===== src/rtl/dpi_client_tx_arbiter_if.sv =====
// Producer-side handshake bundle for dpi_client_tx_arbiter, plus the per-call
// send hook that stands in for the DPI socket call when the DPI is not linked.
interface dpi_client_tx_arbiter_if #(
    parameter int unsigned N_CH   = 4,
    parameter int unsigned DATA_W = 64
);
    localparam int unsigned CH_W = (N_CH > 1) ? $clog2(N_CH) : 1;

    logic [N_CH-1:0]        in_vld;
    logic [N_CH-1:0]        in_rdy;
    logic [N_CH*DATA_W-1:0] in_data;

    // send_vld_c is high in every cycle whose closing edge makes a send call
    logic                   send_vld_c;
    logic [CH_W-1:0]        send_ch_c;
    logic [63:0]            send_data_c;
    logic                   send_ok;

    modport master (
        output in_vld, in_data, send_ok,
        input  in_rdy, send_vld_c, send_ch_c, send_data_c
    );

    modport slave (
        input  in_vld, in_data, send_ok,
        output in_rdy, send_vld_c, send_ch_c, send_data_c
    );
endinterface


===== src/rtl/dpi_client_tx_arbiter.sv =====
// Per-channel FIFOs feeding a round-robin arbiter that hands one word per call
// to the host socket server, retrying rejected words with optional spacing/limit.
module dpi_client_tx_arbiter #(
    parameter int unsigned N_CH       = 4,
    parameter int unsigned DATA_W     = 64,
    parameter int unsigned FIFO_DEPTH = 4,
    parameter int unsigned RETRY_GAP  = 0,
    parameter int unsigned MAX_RETRY  = 0,
    localparam int unsigned CH_W      = (N_CH > 1) ? $clog2(N_CH) : 1
) (
    input  logic                       clk,
    input  logic                       rst,
    dpi_client_tx_arbiter_if.slave     bus,
    output logic                       idle,
    output logic                       drop_pulse,
    output logic [CH_W-1:0]            drop_ch,
    output logic [31:0]                sent_cnt
);

    localparam int unsigned PTR_W = $clog2(FIFO_DEPTH);
    localparam int unsigned CNT_W = PTR_W + 1;

    typedef enum logic [1:0] {S_IDLE, S_SEND, S_WAIT} state_t;

    state_t             state;
    logic [CH_W-1:0]    ch_q;
    logic [CH_W-1:0]    rr_ptr;
    logic [31:0]        retry_cnt;
    logic [31:0]        gap_cnt;
    logic               rdy_en;

    logic [DATA_W-1:0]  mem    [N_CH][FIFO_DEPTH];
    logic [CNT_W-1:0]   wr_ptr [N_CH];
    logic [CNT_W-1:0]   rd_ptr [N_CH];

    logic [N_CH-1:0]    empty_c;
    logic [N_CH-1:0]    full_c;
    logic [N_CH-1:0]    rdy_c;
    logic [N_CH-1:0]    push_c;
    logic               grant_vld_c;
    logic [CH_W-1:0]    grant_ch_c;
    logic [CH_W:0]      rr_sum_c;
    logic [CH_W-1:0]    next_ch_c;
    logic [DATA_W-1:0]  head_c;

    // FIFO status; pointers carry one extra wrap bit
    always_comb begin
        empty_c = '0;
        full_c  = '0;
        for (int c = 0; c < int'(N_CH); c++) begin
            empty_c[c] = (wr_ptr[c] == rd_ptr[c]);
            full_c[c]  = ((wr_ptr[c] - rd_ptr[c]) == CNT_W'(FIFO_DEPTH));
        end
    end

    assign rdy_c      = rdy_en ? ~full_c : '0;
    assign push_c     = bus.in_vld & rdy_c;
    assign bus.in_rdy = rdy_c;

    // Cyclic search for the first non-empty channel starting at rr_ptr
    always_comb begin
        grant_vld_c = 1'b0;
        grant_ch_c  = '0;
        rr_sum_c    = '0;
        for (int i = 0; i < int'(N_CH); i++) begin
            rr_sum_c = {1'b0, rr_ptr} + (CH_W+1)'(i);
            if (rr_sum_c >= (CH_W+1)'(N_CH))
                rr_sum_c = rr_sum_c - (CH_W+1)'(N_CH);
            if (!grant_vld_c && !empty_c[rr_sum_c[CH_W-1:0]]) begin
                grant_vld_c = 1'b1;
                grant_ch_c  = rr_sum_c[CH_W-1:0];
            end
        end
    end

    assign next_ch_c       = (ch_q == CH_W'(N_CH - 1)) ? '0 : ch_q + CH_W'(1);
    assign head_c          = mem[ch_q][rd_ptr[ch_q][PTR_W-1:0]];
    assign bus.send_vld_c  = (state == S_SEND);
    assign bus.send_ch_c   = ch_q;
    assign bus.send_data_c = 64'(head_c);
    assign idle            = (state == S_IDLE) && (&empty_c);

    always_ff @(posedge clk) begin
        for (int c = 0; c < int'(N_CH); c++)
            if (push_c[c]) mem[c][wr_ptr[c][PTR_W-1:0]] <= bus.in_data[c*DATA_W +: DATA_W];
    end

    always_ff @(posedge clk or posedge rst) begin
        if (rst) begin
            state      <= S_IDLE;
            ch_q       <= '0;
            rr_ptr     <= '0;
            retry_cnt  <= '0;
            gap_cnt    <= '0;
            rdy_en     <= 1'b0;
            drop_pulse <= 1'b0;
            drop_ch    <= '0;
            sent_cnt   <= '0;
            for (int c = 0; c < int'(N_CH); c++) begin
                wr_ptr[c] <= '0;
                rd_ptr[c] <= '0;
            end
        end else begin
            rdy_en     <= 1'b1;
            drop_pulse <= 1'b0;
            for (int c = 0; c < int'(N_CH); c++)
                if (push_c[c]) wr_ptr[c] <= wr_ptr[c] + CNT_W'(1);
            case (state)
                S_IDLE: begin
                    if (grant_vld_c) begin
                        ch_q      <= grant_ch_c;
                        retry_cnt <= '0;
                        state     <= S_SEND;
                    end
                end
                S_SEND: begin
                    if (bus.send_ok) begin
                        rd_ptr[ch_q] <= rd_ptr[ch_q] + CNT_W'(1);
                        sent_cnt     <= sent_cnt + 32'd1;
                        rr_ptr       <= next_ch_c;
                        state        <= S_IDLE;
                    end else if ((MAX_RETRY != 0) && (retry_cnt + 32'd1 == 32'(MAX_RETRY))) begin
                        rd_ptr[ch_q] <= rd_ptr[ch_q] + CNT_W'(1);
                        drop_pulse   <= 1'b1;
                        drop_ch      <= ch_q;
                        rr_ptr       <= next_ch_c;
                        state        <= S_IDLE;
                    end else begin
                        retry_cnt <= retry_cnt + 32'd1;
                        if (RETRY_GAP != 0) begin
                            gap_cnt <= 32'(RETRY_GAP);
                            state   <= S_WAIT;
                        end
                    end
                end
                S_WAIT: begin
                    gap_cnt <= gap_cnt - 32'd1;
                    if (gap_cnt == 32'd1) state <= S_SEND;
                end
                default: state <= S_IDLE;
            endcase
        end
    end

endmodule


===== src/flat_wrapper.sv =====
// flat-port wrapper written by rule: the top's interface ports become plain ports
module dpi_client_tx_arbiter_flat 
#(
    parameter int unsigned N_CH       = 4,
    parameter int unsigned DATA_W     = 64,
    parameter int unsigned FIFO_DEPTH = 4,
    parameter int unsigned RETRY_GAP  = 0,
    parameter int unsigned MAX_RETRY  = 0,
    localparam int unsigned CH_W      = (N_CH > 1) ? $clog2(N_CH) : 1
)
  (clk, rst, idle, drop_pulse, drop_ch, sent_cnt, bus_in_vld, bus_in_data, bus_send_ok, bus_in_rdy, bus_send_vld_c, bus_send_ch_c, bus_send_data_c);
  dpi_client_tx_arbiter_if #(.N_CH(N_CH), .DATA_W(DATA_W)) bus_i ();
  input  logic clk;
  input  logic rst;
  output logic idle;
  output logic drop_pulse;
  output logic [CH_W-1:0] drop_ch;
  output logic [31:0] sent_cnt;
  input wire logic [$bits(bus_i.in_vld)-1:0] bus_in_vld;
  input wire logic [$bits(bus_i.in_data)-1:0] bus_in_data;
  input wire logic [$bits(bus_i.send_ok)-1:0] bus_send_ok;
  output wire logic [$bits(bus_i.in_rdy)-1:0] bus_in_rdy;
  output wire logic [$bits(bus_i.send_vld_c)-1:0] bus_send_vld_c;
  output wire logic [$bits(bus_i.send_ch_c)-1:0] bus_send_ch_c;
  output wire logic [$bits(bus_i.send_data_c)-1:0] bus_send_data_c;
  assign bus_i.in_vld = bus_in_vld;
  assign bus_i.in_data = bus_in_data;
  assign bus_i.send_ok = bus_send_ok;
  assign bus_in_rdy = bus_i.in_rdy;
  assign bus_send_vld_c = bus_i.send_vld_c;
  assign bus_send_ch_c = bus_i.send_ch_c;
  assign bus_send_data_c = bus_i.send_data_c;
  dpi_client_tx_arbiter #(.N_CH(N_CH), .DATA_W(DATA_W), .FIFO_DEPTH(FIFO_DEPTH), .RETRY_GAP(RETRY_GAP), .MAX_RETRY(MAX_RETRY)) u_core (.clk(clk), .rst(rst), .bus(bus_i), .idle(idle), .drop_pulse(drop_pulse), .drop_ch(drop_ch), .sent_cnt(sent_cnt));
endmodule

===== config.mk =====
export PLATFORM = sky130hd
export DESIGN_NAME = dpi_client_tx_arbiter_flat
export DESIGN_NICKNAME = d
export VERILOG_FILES = /design/src/rtl/dpi_client_tx_arbiter_if.sv /design/src/rtl/dpi_client_tx_arbiter.sv /design/src/flat_wrapper.sv
export SDC_FILE = /design/constraint.sdc
export NUM_CORES = 1
export LEC_CHECK = 0
export BUFFER_PORTS_ARGS = -buffer_cell sky130_fd_sc_hd__buf_4
export CORE_MARGIN = 1
export CORE_UTILIZATION = 30
export CTS_CLUSTER_SIZE = 12
export DETAILED_ROUTE_END_ITERATION = 16
export PLACE_DENSITY = 0.49
export SYNTH_ARGS = -nofsm -noshare
export SYNTH_HDL_FRONTEND = slang
export SYNTH_SLANG_ARGS = --single-unit

===== constraint.sdc =====
create_clock -name clk -period 5.8 [get_ports clk]
set_clock_uncertainty 0.2 [all_clocks]
set_input_delay 1.45 -clock clk [delete_from_list [all_inputs] [get_ports clk]]
set_output_delay 1.45 -clock clk [all_outputs]
set_load 0.005 [all_outputs]

Word-level counts from Yosys, hierarchy flattened:

Memory sizes are Yosys's and may differ from the RTL's.
Cells that the tools add are included.
W data, S select, Z words.

* memories: 1
* bits in writable memories: 1024
* word-level logic and storage cells: 146
* flip-flop bits (word level): 95
* output and inout port bits: 107

* magnitude comparators: 19
* bitwise logic cells: 8
* equal/unequal tests: 15
* multiplexer cells: 51
* $add $sub $neg: 19
* reductions and logical operators: 19

Memories
* u_core.mem: words 4, bits a word 256, rd ports 1, clocked after memory_dff 0, wr ports 4, RTL line dpi_client_tx_arbiter.sv:32 `logic [DATA_W-1:0] mem [N_CH][FIFO_DEPTH];`

Operators with widths (number)
* $mux W256: 4
* $demux W64 S2: 4
* $mux W64: 6
* $bmux W64 S2: 1
* $add A32 B1 Y32 const B: 1
* $eq A32 B1 Y1 const B: 1
* $sub A32 B1 Y32 const B: 1
* $ge A3 B3 Y1 const B: 9
* $mux W2: 12
* $not A2 Y3: 6
* $add A3 B1 Y3 const B: 5
* $lt A3 B1 Y1 const B: 5
* $bwmux W12: 1
* $eq A3 B3 Y1: 4
* $eq A3 B3 Y1 const B: 4
* $lt A2 B3 Y1 const B: 4
* $mux W1: 12
* $sub A3 B3 Y3: 4
* $logic_and A1 B1 Y1: 9
* $mux W3: 3
* $bmux W1 S2: 4
* $sub A2 B1 Y2 const B: 4
* $add A2 B2 Y3 const B: 2
* $bmux W3 S2: 1
* 17 further kinds: 24

Logic depth before layout (Yosys ltp):

* depth in word-level cells: 16
* mapped depth: 8

Worst setup path before layout:

OpenSTA, ideal clock, no wires.

* kind: input to register
* from: input bus_in_vld[3]
* to: memory u_core.mem[3][0] (netlist name), enable pin
* required time: 5.169 ns
* stages on the path: 1
* path slack: 2.135 ns
* data arrival time: 3.034 ns
* path buffers: 0
* cells stage by stage: and3_1

RTL lines
* start: declaration: RTL line flat_wrapper.sv:19 `input wire logic [$bits(bus_i.in_vld)-1:0] bus_in_vld;`
* end: declaration: RTL line dpi_client_tx_arbiter.sv:32

Final worst setup path:

* from: register u_core.ch_q[1], in the netlist u_core.bus.send_ch_c[1]
* to: output bus_send_data_c[53]

* longest elaborated chain between the ends: 8
* elaborated cells between the ends (all ways): 9
* classes of those cells: 6 x mux; 2 x bitwise; 1 x memory

Ends and longest elaborated chain
* start: declaration: RTL line dpi_client_tx_arbiter.sv:26 `logic [CH_W-1:0] ch_q;`
* start signal: assignment: RTL line dpi_client_tx_arbiter.sv:111 `ch_q <= grant_ch_c;`
* $not A2 Y3 (implied by the code): RTL line dpi_client_tx_arbiter.sv:77 `assign head_c = mem[ch_q][rd_ptr[ch_q][PTR_W-1:0]];`
* $bmux W3 S2: RTL line dpi_client_tx_arbiter.sv:77
* $mux W3 (implied by the code) (2 in series): RTL line dpi_client_tx_arbiter.sv:77
* $not A2 Y3 (implied by the code): RTL line dpi_client_tx_arbiter.sv:77
* $bmux W64 S2 (*): RTL line dpi_client_tx_arbiter.sv:77
* $mux W64 (implied by the code) (*) (2 in series): RTL line dpi_client_tx_arbiter.sv:77
* end: declaration: RTL line flat_wrapper.sv:25 `output wire logic [$bits(bus_i.send_data_c)-1:0] bus_send_data_c;`

Mark *: on every way between the ends. The rest lies on a longest branch, timed or not. The select of a mux whose other input is x is not followed.

==> results.yml <==
sta:
  tns_ps: 0
  drv_slew: 0
  max_clock_freq_mhz: 192
  worst_pin_slew_ps: 1040
  hold_ws_ps: 272
  period_share_pct: 89.8
  rsz0062_at_grt: "false"
  slew_headroom_pct: 30.9
  period_minus_slack_ps: 5210
  hold_viol_final: 0
  setup_viol: 0
grt:
  antenna_found_initial: 38
  grt_pass1_wl_mm: 173
  overflow: 0
  track_usage_pct: 16.9
  grt_pass1_vias: 22956
  grt_max_degree: 137
floorplanning:
  die_y_um: 382
  rows: 139
  start_util_pct: 30.2
  boundaryPins: 370
  core_um2: 143000
  die_area_um2: 146000
  die_w_um: 382
setup_path:
  crit_fanout: 25
  start_kind: "flip-flop"
  critPathCaptureType: "output port"
  cpMostUsedCell: "buf_4"
  critical-path-max-stage-delay_ps: 930
  crit_type: "flip-flop to output port"
  cp_slowest_cell: "mux4_4"
  required_ps: 4150
  cp.arrival_ps: 3560
  path_cells: "mux4_4 -> buf_4 -> mux2i_1 -> buf_4"
final_layout:
  syn_to_final_growth_pct: 21.2
  ff_latch_area_um2: 32300
  fillers: 13232
  fin_util_pct: 36.6
  mostFrequentLayoutCell: "edfxtp_1"
  mostFrequentLayoutCells: "edfxtp_1 (1,024), mux2i_1 (576), buf_4 (401)"
  nNetsFinal: 2871
  multi_input_area_um2: 10500
  drive_gt1_share_pct: 28.2
detailed_routing:
  top_layer: "met5"
  vias: 21684
  wl_met2_mm: 62.0
  wl_met1_mm: 52.0
  ant_nets: 0
  dr.pass1.iters: 5
  via_per_inst: 4.72
  post_drt_wl_per_cell_um: 27.1
  drcViolationCount: 0
  route.met3.wl_mm: 7.86
  wl_mm: 124
  drtIter0Drc: 1397
placed_design:
  port_buffers: 366
  place.gp.congestion: 0.768
  dp_hpwl_mm: 76.9
synth:
  synth_area_um2: 43300
  syn_avg_cell_area_um2: 20.3
  yosys.area.top_type: "edfxtp_1"
  synth.area.top_cells: "edfxtp_1 (71%), mux2i_1 (13%), mux4_2 (6.8%)"
  seq_area_frac_synth_pct: 74.5
  syn_inst: 2137
  synth_edf_count: 1024
  synth_seq_cells: 1086
  async_flop_share_pct: 5.71
  yosysUniqueCellTypes: 40
  netlist.area_leader.share_pct: 71.0
  ys_warn_count: 2
  synthFlopType: "edfxtp_1"
flow_run:
  maxCapViolCount: 0
power:
  powerDensity_nw_per_um2: 492
  vdd_drop_max_v: 0.000378
  p_leak_nw: 18.5
cts:
  cts_tree: "done"
  numCtsBuffers: 121
  clockBufferDepth: 3
  cts_root_buf: "clkbuf_16"
  cts_max_level: 3
  holdBufCountCts: 0
  post_cts_resized: 0
  clock-sinks: 1086
  post_cts_buffers: 0
  cts.clk_slew.worst_paths_ps: 60
  clock_latency_ps: 750
status:
  status: "finished clean"
min_path:
  hp-class: "flip-flop to flip-flop"
[layer usage]
layer	track usage, %	vias up
li1	-	9494
met1	21.0	11338
met2	29.0	593
met3	4.76	195
met4	3.90	64
met5	0	-
[report_power, final]
group          total, mW  leakage, nW  switching [mW]  internal, mW
clock               7.45         1.88            3.16          4.29
sequential          10.3         10.1           0.646          9.67
combinational       8.08         6.50            4.33          3.75
total               25.8         18.5            8.14          17.7
[worst max-delay path: cells and delay by family, from the launching register on]
family / cells / cell delay, ps
buf+inv: 2 / 580
mux: 2 / 1320
flops: 1 / 880
[path summary, 6_finish.rpt]
path / from / end / slack (ps) / cells after the start
max reg2reg: u_core.rd_ptr[0]$_DFFE_PP0P_ / u_core.mem[3][61]$_DFFE_PP_ / 2110 / 6
max in group asynchronous: rst / u_core.sent_cnt[11]$_DFFE_PP0P_ / 3760 / 3
min in group asynchronous: rst / u_core.rr_ptr[0]$_DFFE_PP0P_ / 770 / 2
min reg2reg: u_core.sent_cnt[31]$_DFFE_PP0P_ / u_core.sent_cnt[31]$_DFFE_PP0P_ / 270 / 1
min: u_core.sent_cnt[31]$_DFFE_PP0P_ / u_core.sent_cnt[31]$_DFFE_PP0P_ / 270 / 1
max: u_core.bus.send_ch_c[1]$_DFFE_PP0P_ / bus_send_data_c[53] / 590 / 4
[flip-flops by register name, summed over array words and instances (netlist names)]
signal,count
u_core.state,1
u_core.wr_ptr,12
u_core.mem,1024
u_core.sent_cnt,32
u_core.rd_ptr,12
u_core.rdy_en,1
u_core.rr_ptr,2
u_core.bus.send_ch_c,2
[cell type report]
type	instances	share of cell area, %
Clock buffer	153	6.08
Clock inverter	74	1.29
Multi-Input combinational cell	931	20.0
Tap cell	1903	4.53
Timing Repair Buffer	419	6.42
Inverter	19	0.145
Antenna cell	5	0.0238
Sequential cell	1086	61.5
[synthesized netlist by cell type (all sizes together), types with 8 or more instances]
cell,number
clkbuf,16
buf,87
nand3,10
edfxtp,1024
nand4,9
dfrtp,62
xnor2,38
mux4,131
nand2,41
mux2,8
and3,18
xor2,11
ha,30
inv,19
o21ai,12
mux2i,576
[cell families (layout without fill, tap and decap cells)]
group	after synthesis	count (layout)	share of synthesized area, %
DFF	1086	1086	74.5
buffers and inverters	122	665	1.46
xor gates and xnor gates	49	49	0.990
adders and majority gates	30	30	0.866
other	2	9	0.0173
AOI/OAI and AO/OA	26	26	0.387
and+or+nand+nor	107	107	1.41
muxes	715	715	20.3
[stage by stage]
stage / worst slack (ps) / instance area, um^2 / std cells / power, mW
CTS: 425 / 52500 / 4585 / 26.3
finish: 594 / 52500 / 4590 / 25.8
global placement: 1290 / 48600 / 4358 / 18.7
detailed placement: 1280 / 48600 / 4358 / 18.8
floorplan: 2140 / 43300 / 2139 / 15.2
global route: 410 / 52500 / 4587 / 27.0
Power figures use the tool's default switching activity.
